**src/rtl/booth_mul_seq.sv**
```systemverilog
// Sequential signed radix-2 Booth multiplier: one Booth step per clock, 2W-bit product streamed high byte then low byte.
// Optional BOOTH_MUL_ADD_REM_EN adds a serially loaded remainder to the product (dividend reconstruction).
module booth_mul_seq #(
  parameter int W = 8
) (
  input  logic         clk,
  input  logic         rst,
  input  logic [W-1:0] in_bus,
  input  logic         begin_mul,
  output logic         fin,
  output logic         busy,
  output logic [W-1:0] out_bus
);

  localparam int CW = $clog2(W) + 1;

  typedef enum logic [2:0] {
    IDLE   = 3'd0,
    LD_Q   = 3'd1,
    ITER   = 3'd2,
    OUT_HI = 3'd3,
    OUT_LO = 3'd4
`ifdef BOOTH_MUL_ADD_REM_EN
    ,
    LD_R   = 3'd5,
    ADD_R  = 3'd6
`endif
  } state_t;

  state_t         state_q, state_d;
  logic [W-1:0]   a_q, a_d;
  logic [W-1:0]   q_q, q_d;
  logic [W-1:0]   m_q, m_d;
  logic           qm1_q, qm1_d;
  logic [CW-1:0]  cnt_q, cnt_d;
  logic           fin_q, fin_d;
  logic           busy_q, busy_d;
  logic [W-1:0]   out_q, out_d;
  logic [W:0]     sum;
`ifdef BOOTH_MUL_ADD_REM_EN
  logic [W-1:0]   r_q, r_d;
`endif

  always_ff @(posedge clk) begin
    if (rst) begin
      state_q <= IDLE;
      a_q     <= '0;
      q_q     <= '0;
      m_q     <= '0;
      qm1_q   <= 1'b0;
      cnt_q   <= '0;
      fin_q   <= 1'b0;
      busy_q  <= 1'b0;
      out_q   <= '0;
`ifdef BOOTH_MUL_ADD_REM_EN
      r_q     <= '0;
`endif
    end else begin
      state_q <= state_d;
      a_q     <= a_d;
      q_q     <= q_d;
      m_q     <= m_d;
      qm1_q   <= qm1_d;
      cnt_q   <= cnt_d;
      fin_q   <= fin_d;
      busy_q  <= busy_d;
      out_q   <= out_d;
`ifdef BOOTH_MUL_ADD_REM_EN
      r_q     <= r_d;
`endif
    end
  end

  always_comb begin
    state_d = state_q;
    a_d     = a_q;
    q_d     = q_q;
    m_d     = m_q;
    qm1_d   = qm1_q;
    cnt_d   = cnt_q;
    sum     = '0;
`ifdef BOOTH_MUL_ADD_REM_EN
    r_d     = r_q;
`endif

    case (state_q)
      IDLE: begin
        if (begin_mul) begin
          m_d     = in_bus;
          a_d     = '0;
          qm1_d   = 1'b0;
          cnt_d   = CW'(W);
          state_d = LD_Q;
        end
      end
      LD_Q: begin
        q_d = in_bus;
`ifdef BOOTH_MUL_ADD_REM_EN
        state_d = LD_R;
`else
        state_d = ITER;
`endif
      end
`ifdef BOOTH_MUL_ADD_REM_EN
      LD_R: begin
        r_d     = in_bus;
        state_d = ITER;
      end
`endif
      ITER: begin
        // One extra accumulator bit keeps the true sign when A+/-M overflows W bits
        case ({q_q[0], qm1_q})
          2'b01:   sum = {a_q[W-1], a_q} + {m_q[W-1], m_q};
          2'b10:   sum = {a_q[W-1], a_q} - {m_q[W-1], m_q};
          default: sum = {a_q[W-1], a_q};
        endcase
        a_d   = sum[W:1];
        q_d   = {sum[0], q_q[W-1:1]};
        qm1_d = q_q[0];
        cnt_d = cnt_q - CW'(1);
        if (cnt_q == CW'(1)) begin
`ifdef BOOTH_MUL_ADD_REM_EN
          state_d = ADD_R;
`else
          state_d = OUT_HI;
`endif
        end
      end
`ifdef BOOTH_MUL_ADD_REM_EN
      ADD_R: begin
        {a_d, q_d} = {a_q, q_q} + {{W{r_q[W-1]}}, r_q};
        state_d    = OUT_HI;
      end
`endif
      OUT_HI:  state_d = OUT_LO;
      OUT_LO:  state_d = IDLE;
      default: state_d = IDLE;
    endcase
  end

  // Outputs are registered from the next state so fin/out_bus line up exactly with OUT_HI/OUT_LO
  always_comb begin
    fin_d  = (state_d == OUT_HI) || (state_d == OUT_LO);
    busy_d = (state_d != IDLE);
    out_d  = '0;
    if (state_d == OUT_HI) begin
      out_d = a_d;
    end else if (state_d == OUT_LO) begin
      out_d = q_d;
    end
  end

  assign fin     = fin_q;
  assign busy    = busy_q;
  assign out_bus = out_q;

endmodule

```
**config.mk**
```make
export PLATFORM = sky130hd
export DESIGN_NAME = booth_mul_seq
export DESIGN_NICKNAME = d
export VERILOG_FILES = /design/src/rtl/booth_mul_seq.sv
export SDC_FILE = /design/constraint.sdc
export NUM_CORES = 1
export LEC_CHECK = 0
export BUFFER_PORTS_ARGS = -buffer_cell sky130_fd_sc_hd__clkbuf_2
export CORE_MARGIN = 5
export CORE_UTILIZATION = 51
export DETAILED_ROUTE_END_ITERATION = 8
export PLACE_DENSITY = 0.73
export SLEW_MARGIN = 0
export SYNTH_ARGS = -nofsm -noshare
export SYNTH_HDL_FRONTEND = slang
export SYNTH_SLANG_ARGS = --single-unit
```
**constraint.sdc**
```tcl
create_clock -name clk -period 3.4 [get_ports clk]
set_clock_uncertainty 0.2 [all_clocks]
set_input_delay 0.17 -clock clk [delete_from_list [all_inputs] [get_ports clk]]
set_output_delay 0.17 -clock clk [all_outputs]
set_load 0.05 [all_outputs]
```
== Yosys cells after proc, flatten, opt, wreduce, memory -nomap -nowiden ==
Cells that the tools add are included.
Word-level totals
  flip-flop bits (word level): 42
  bits of input ports: 11
  output and inout bits: 10
  logic and storage cells: 40
Cells by class
  add/subtract/negate cells: 3
  eq/ne operators: 9
  muxes and demuxes: 13
  reductions and logical operators: 6
Operator list (count)
  $pmux 8 s2: 2
  $mux 8: 3
  $pmux 9 s2: 1
  $pmux 3 s4: 1
  $add 8x8->9: 1
  $eq 3x2->1 const B: 3
  $sub 8x8->9: 1
  $pmux 4 s2: 1
  $mux 3: 2
  $eq 4x1->1 const B: 1
  $mux 4: 1
  $reduce_and 2->1: 2
  $sub 4x1->4 const B: 1
  $eq 3x1->1 const B: 1
  $eq 3x3->1 const B: 1
  $logic_not 3->1: 1
  $reduce_bool 3->1: 1
  $eq 2x1->1 const B: 1
  $eq 2x2->1 const B: 1
  $ne 2x2->1 const B: 1
  $pmux 1 s2: 1
  $reduce_bool 2->1: 1
  $logic_or 1x1->1: 1
  $mux 1: 1

== Depth between registers and ports, before layout ==
Gate-level depths: netlist of run 1.
  word-level depth: 6
  depth in mapped cells: 12
  mapped depth without buffers: 11

== Worst setup path after synthesis of run 1 ==
OpenSTA, ideal clock, no wires.
  path kind: reg-to-reg
  from: register q_q[0]
  to: register out_q[6], in the netlist out_bus[6]
  arrival: 2400 ps
  data required time: 3113 ps
  slack: 713 ps
  cell stages (with the launch flop): 12
  path buffers: 1
  cells stage by stage: dfxtp_1 ha_1 clkbuf_1 mux2_2 inv_1 ha_1 nor2b_1 o2111ai_1 a31oi_1 xnor2_1 a221o_1 o31ai_1
On the way
  cells in the longest elaborated chain, start to end: 4
Ends and longest elaborated chain
  start: declaration: RTL line 32  | logic [W-1:0] q_q, q_d;
  start signal: assignment: RTL line 61  | q_q <= q_d;
  $eq 2x2->1 or $eq 2x1->1 (tied branches): RTL line 112  | case ({q_q[0], qm1_q})
  $pmux 9 s2 *: RTL line 112
  $pmux 8 s2 *: RTL line 86  | case (state_q)
  $mux 8 *: RTL line 146  | if (state_d == OUT_HI) begin
  end signal: assignment: RTL line 67  | out_q <= out_d;
  end: declaration: RTL line 38  | logic [W-1:0] out_q, out_d;
Mark *: on every way between the ends. The rest lies on a longest branch, timed or not.
A chain may end at the register's enable or synchronous reset.

== Worst setup path after layout of run 1 ==
Same ends and word-level chain as after synthesis.

==> impl_metrics.toml, run 1 <==
[placement]
port_buffers = 20
placed_area_mm2 = 0.00240
dpl.hpwl_um = 4110
placed_cells = 334
gp_congestion = 0.893

[clock_tree]
clock-sinks = 42
post_cts_buffers = 0
htreeDepth = 2
clockBufferDepth = 2
root_buffer = "clkbuf_8"
cts_hold_repair.buffers = 8
clk_pin_slew_worst_paths_ns = 0.08
cts_tree = "built"
clock_latency_ns = 0.29
post_cts_resize_count = 0
numCtsBuffers = 5

[floorplanning]
ios = 21
die_x_um = 76.9
rows = 24
die_height_um = 76.9
core_area_mm2 = 0.00435
initial_core_util = 0.524
fp.dieArea_mm2 = 0.00592

[min_path]
worstHoldPathType = "input port to register"
min_to = "m_q[3]$_SDFFE_PP0P_"
worstHoldStart = "begin_mul"
whs_path_depth = 4

[cells_and_area]
fin_cells = 350
final_layout_size_suffix_gt1_frac = 0.138
nets = 321
area_growth_pct = 12.7
final_common_cell = "dfxtp_1"
fin_area_mm2 = 0.00257
final_cell_mix = "dfxtp_1 (42), nand2_1 (40), a21oi_1 (27)"
insertedDiodeCount = 0

[timing]
slew_headroom = 0.465
hold_viol = 0
min_period_ns = 2.88
tns_ns = 0
rsz0062_at_grt = "no"
fmax_mhz = 347
whs_ns = 0.170
slew_viol_final = 0
worstMarginPinSlew_ns = 0.800
timing.final.crit_share = 0.847
finalSetupViolCount = 0

[setup_path]
critPathArrivalTime_ns = 2.88
r2r-end = "out_bus[6]$_SDFF_PP0_"
r2r_cells = 10
ff2ff_setup_slack_ns = 0.52
start_kind = "register"
crit_type = "register to register"
critPathCaptureType = "register"
cp.required_ns = 3.40
crit_fanout = 8
r2r-start = "q_q[0]$_SDFF_PP0_"

[synth]
seq_area_frac_synth = 0.368
synth-main-ff-cell = "dfxtp_1"
synthSimpleGateAreaFrac = 0.209
synth_mux_area_frac = 0.0153
synth_seq_cells = 42
synth_top_family_by_area = "compound AO/OA/AOI/OAI gates"
synth_compound_area_frac = 0.245
synth_nets = 297
synth_area_per_cell_um2 = 8.36
synth-xor-area-share = 0.0422
netlist_area_mm2 = 0.00228
ys_async_sr_fraction = 0
ys_warn_count = 0
synth.distinct_cells = 51
synth_cells = 273
synthAdderAreaFrac = 0.0745
synth_edf_count = 0

[pwr]
p_leak_nw = 0.991
power.density_mw_per_mm2 = 494
ir_worst_vdd_mv = 0.165

[drt]
viasPerCell = 5.95
vias = 2082
drc = 0
wl_per_cell_um = 16.6
antenna_left = 0
drtPass1Iterations = 5
finalWirelength_um = 5810
drt_iter0_markers = 188

[outcome]
status = "finished, final reports clean"

[global_routing]
grt_use_met1 = 0.261
grt_max_degree = 37
grtUsageTotal = 0.200
antenna_found_initial = 0
grt_pass1_vias = 1996
overflow = 0
met3_usage = 0.0340
busiest_layer = "met2"
grt_pass1_wl_um = 9630
use_met2 = 0.329

[job]
max_cap_viol_count = 0
## stage by stage
step	worst slack, ns	utilization	power, mW
final	0.519	0.591	1.27
after global routing	0.351	0.591	1.34
after CTS	0.529	0.591	1.27
after detailed placement	0.569	0.551	0.928
after global placement	0.636	0.551	0.918
after floorplan	0.713	-	0.844
## critical path, stage by stage (launching register included)
cell and delay (ns):
dfxtp_1 0.36, ha_1 0.35, mux2_2 0.41, inv_1 0.06
ha_1 0.21, nor2b_1 0.14, o2111ai_1 0.29, a31oi_1 0.18
xnor2_1 0.16, a221o_1 0.35, o31ai_1 0.07
## flip-flops by register name, summed over array words and instances (netlist names)
signal and count:
a_q 8, m_q 8, out_bus 8, q_q 8, cnt_q 4, state_q 3, busy 1, fin 1
qm1_q 1
## routing by layer
| metal | part of all wire | wire (µm) |
|---|---|---|
| met5 | 0 | 0 |
| met4 | 0.016 | 91 |
| met3 | 0.057 | 332 |
| met2 | 0.47 | 2720 |
| met1 | 0.46 | 2670 |
## where the power goes
group          leakage [nW]  internal [mW]  switching, mW
Clock                0.0472          0.163          0.179
Sequential            0.342          0.519         0.0348
Combinational         0.602          0.156          0.220
Total                 0.991          0.839          0.433
## worst max path at each step
stage | startpoint | depth (start not counted) | to | slack (ns)
floorplan | q_q[0]$_SDFF_PP0_ | 11 | out_bus[6]$_SDFF_PP0_ | 0.71
global placement | q_q[0]$_SDFF_PP0_ | 10 | out_bus[6]$_SDFF_PP0_ | 0.64
global route | q_q[0]$_SDFF_PP0_ | 10 | out_bus[6]$_SDFF_PP0_ | 0.35
detailed placement | qm1_q$_SDFFE_PP0P_ | 10 | out_bus[7]$_SDFF_PP0_ | 0.57
CTS | q_q[0]$_SDFF_PP0_ | 10 | out_bus[6]$_SDFF_PP0_ | 0.53
finish | q_q[0]$_SDFF_PP0_ | 10 | out_bus[6]$_SDFF_PP0_ | 0.52
## cells by family after synthesis
logic type,after synthesis
AOI/OAI and AO/OA,85
xor gates and xnor gates,11
adders and majority gates,13
buffers and inverters,23
DFF,42
muxes,3
and+or+nand+nor,96
## synth_stat cells, types with 2 or more instances
library cell / number / share of area
nand3_1: 5 / 0.011
a211oi_1: 4 / 0.013
nor2_1: 25 / 0.041
a22oi_1: 12 / 0.039
ha_1: 12 / 0.066
nor2_2: 2 / 0.0055
o211a_1: 2 / 0.0088
buf_4: 2 / 0.0066
and3_1: 2 / 0.0055
nor3b_4: 2 / 0.016
o21ai_0: 7 / 0.015
o31ai_1: 3 / 0.0099
or2_1: 2 / 0.0055
o21ai_1: 6 / 0.013
a21oi_1: 27 / 0.059
xor2_1: 3 / 0.012
a22o_1: 2 / 0.0077
inv_1: 10 / 0.016
o21a_1: 7 / 0.023
nor2b_1: 3 / 0.0082
a221o_1: 2 / 0.0088
a31oi_1: 2 / 0.0055
xnor2_1: 8 / 0.031
o22ai_1: 2 / 0.0055
dfxtp_1: 42 / 0.37
nor3_1: 8 / 0.018
clkbuf_1: 8 / 0.013
nand2_1: 40 / 0.066
## cell type report
type | count | area, µm²
Clock inverter | 2 | 12.5
Inverter | 10 | 37.5
Timing Repair Buffer | 30 | 195
Tap cell | 52 | 65.1
Fill cell | 395 | 1780
Sequential cell | 42 | 841
Clock buffer | 6 | 82.6
Multi-Input combinational cell | 208 | 1340
(Power assumes the default switching activity.)
==> run 2: changes to the inputs <==
==> constraint.sdc (replaced) <==
create_clock -name clk -period 2.8 [get_ports clk]
set_clock_uncertainty 0.2 [all_clocks]
set_input_delay 0.14 -clock clk [delete_from_list [all_inputs] [get_ports clk]]
set_output_delay 0.14 -clock clk [all_outputs]
set_load 0.05 [all_outputs]
==> impl_metrics.toml, run 2 (synthesis gave the netlist of run 1 again) <==
[outcome]
status = "finished, final reports clean"

[clock_tree]
numCtsBuffers = 5
clockBufferDepth = 2
htreeDepth = 2
clock-sinks = 42
root_buffer = "clkbuf_8"
clock_latency_ns = 0.30
cts_tree = "built"
clk_pin_slew_worst_paths_ns = 0.09

[cells_and_area]
fin_cells = 358
seqCellArea_um2 = 842
fin_util = 0.616
final_layout_size_suffix_gt1_frac = 0.173
fillerInstances = 378
final_cell_mix = "dfxtp_1 (41), nand2_1 (40), a21oi_1 (27)"
insertedDiodeCount = 0
area_growth_pct = 17.4
nets = 329
final_common_cell = "dfxtp_1"
fin_area_mm2 = 0.00268
multi_input_area_mm2 = 0.00137

[setup_path]
r2r_cells = 11
critPathCapture = "out_bus[6]$_SDFF_PP0_"
crit_type = "register to register"
critPathMaxStageDelay_ns = 0.35
critPathCaptureType = "register"
start_kind = "register"
critPathArrivalTime_ns = 2.70
ff2ff_setup_slack_ns = 0.11
path_cells = "inv_1, ha_1, mux2_2, inv_1, ha_1, nor2b_1, o2111ai_2, a31oi_2, xnor2_1, a221o_1, o31ai_1"
startpoint = "m_q[0]$_SDFFE_PP0P_"
r2r-end = "out_bus[6]$_SDFF_PP0_"
cp_slowest_cell = "a221o_1"
crit_fanout = 3
r2r-start = "m_q[0]$_SDFFE_PP0P_"
cp.required_ns = 2.81

[floorplanning]
die_height_um = 76.9
fp.dieArea_mm2 = 0.00592
rows = 24
core_area_mm2 = 0.00435
die_x_um = 76.9
initial_core_util = 0.524
ios = 21

[min_path]
whs_path_depth = 2
worstHoldPathType = "input port to register"

[placement]
pre_cts_slack_ns = 0.000266
dpl.hpwl_um = 4230
port_buffers = 20
placed_cells = 341
placed_area_mm2 = 0.00245
gp_congestion = 0.834

[pwr]
p_leak_nw = 1.05
total_power_mw = 1.65
power.density_mw_per_mm2 = 615
ir_worst_vdd_mv = 0.263

[timing]
slew_viol_final = 0
rsz0062_at_grt = "yes"
fin_ws_ns = 0.113
hold_viol = 0
finalSetupViolCount = 0
min_period_ns = 2.69
fmax_mhz = 372
tns_ns = 0
slew_headroom = 0.512
timing.final.crit_share = 0.960
whs_ns = 0.106
worstMarginPinSlew_ns = 0.727

[global_routing]
antenna_found_initial = 0
overflow = 0
grt_max_degree = 22
grt_pass1_wl_um = 9780
grt_pass1_vias = 1978
grtUsageTotal = 0.203

[job]
max_cap_viol_count = 0

[drt]
wl_per_cell_um = 16.4
antenna_left = 0
finalWirelength_um = 5860
drtPass1Iterations = 4
vias = 2084
drt_iter0_markers = 159
viasPerCell = 5.82
drc = 0
-- run 2: per-layer routing --
metal | wire length (µm) | global-route usage | up-vias
met1 | 2760 | 0.272 | 979
met5 | 0 | 0 | -
li1 | - | - | 1036
met3 | 264 | 0.0480 | 12
met2 | 2690 | 0.308 | 57
met4 | 145 | 0.0909 | 0
-- run 2: where the power goes --
| part | switching, mW | leakage [nW] | internal [mW] | total, mW |
|---|---|---|---|---|
| clock network | 0.219 | 0.0514 | 0.266 | 0.485 |
| registers | 0.0410 | 0.342 | 0.631 | 0.672 |
| logic | 0.275 | 0.656 | 0.219 | 0.494 |
| total | 0.534 | 1.05 | 1.12 | 1.65 |
-- run 2: worst min path at each step --
stage          startpoint                  end  slack (ns)
3_5_place_dp    in_bus[6]  m_q[6]$_SDFFE_PP0P_        0.19
5_1_grt               rst    a_q[7]$_SDFF_PP0_        0.13
6_report              rst    a_q[7]$_SDFF_PP0_        0.11
4_1_cts               rst    a_q[7]$_SDFF_PP0_         0.1
2_1_floorplan   in_bus[1]  m_q[1]$_SDFFE_PP0P_        0.08
3_3_place_gp    in_bus[3]  m_q[3]$_SDFFE_PP0P_        0.19
-- run 2: timing repair --
action | in CTS | in global routing
pin swaps | 0 | 3
gates cloned | 0 | 0
endpoints found under the hold margin | 9 | 0
setup endpoints to repair | 1 | 5
buffers inserted | 0 | 1
gates resized for setup | 1 | 5
hold buffers | 8 | 0
-- run 2: cell type report --
type / count / share of cell area
clock inverters: 2 / 0.0140
repair buffers: 38 / 0.0952
clock buffers: 6 / 0.0271
inverters: 10 / 0.0140
well taps: 52 / 0.0243
multi-input cells: 208 / 0.511
flip-flops and latches: 42 / 0.314
-- run 2: worst max-delay path, delay by kind of cell (launching register included) --
| kind | cells | cell delay (ns) |
|---|---|---|
| adders and majority gates | 2 | 0.50 |
| xor gates and xnor gates | 1 | 0.15 |
| and+or+nand+nor | 1 | 0.15 |
| buffers and inverters | 2 | 0.13 |
| muxes | 1 | 0.29 |
| AOI/OAI and AO/OA | 4 | 0.85 |
| DFF | 1 | 0.34 |
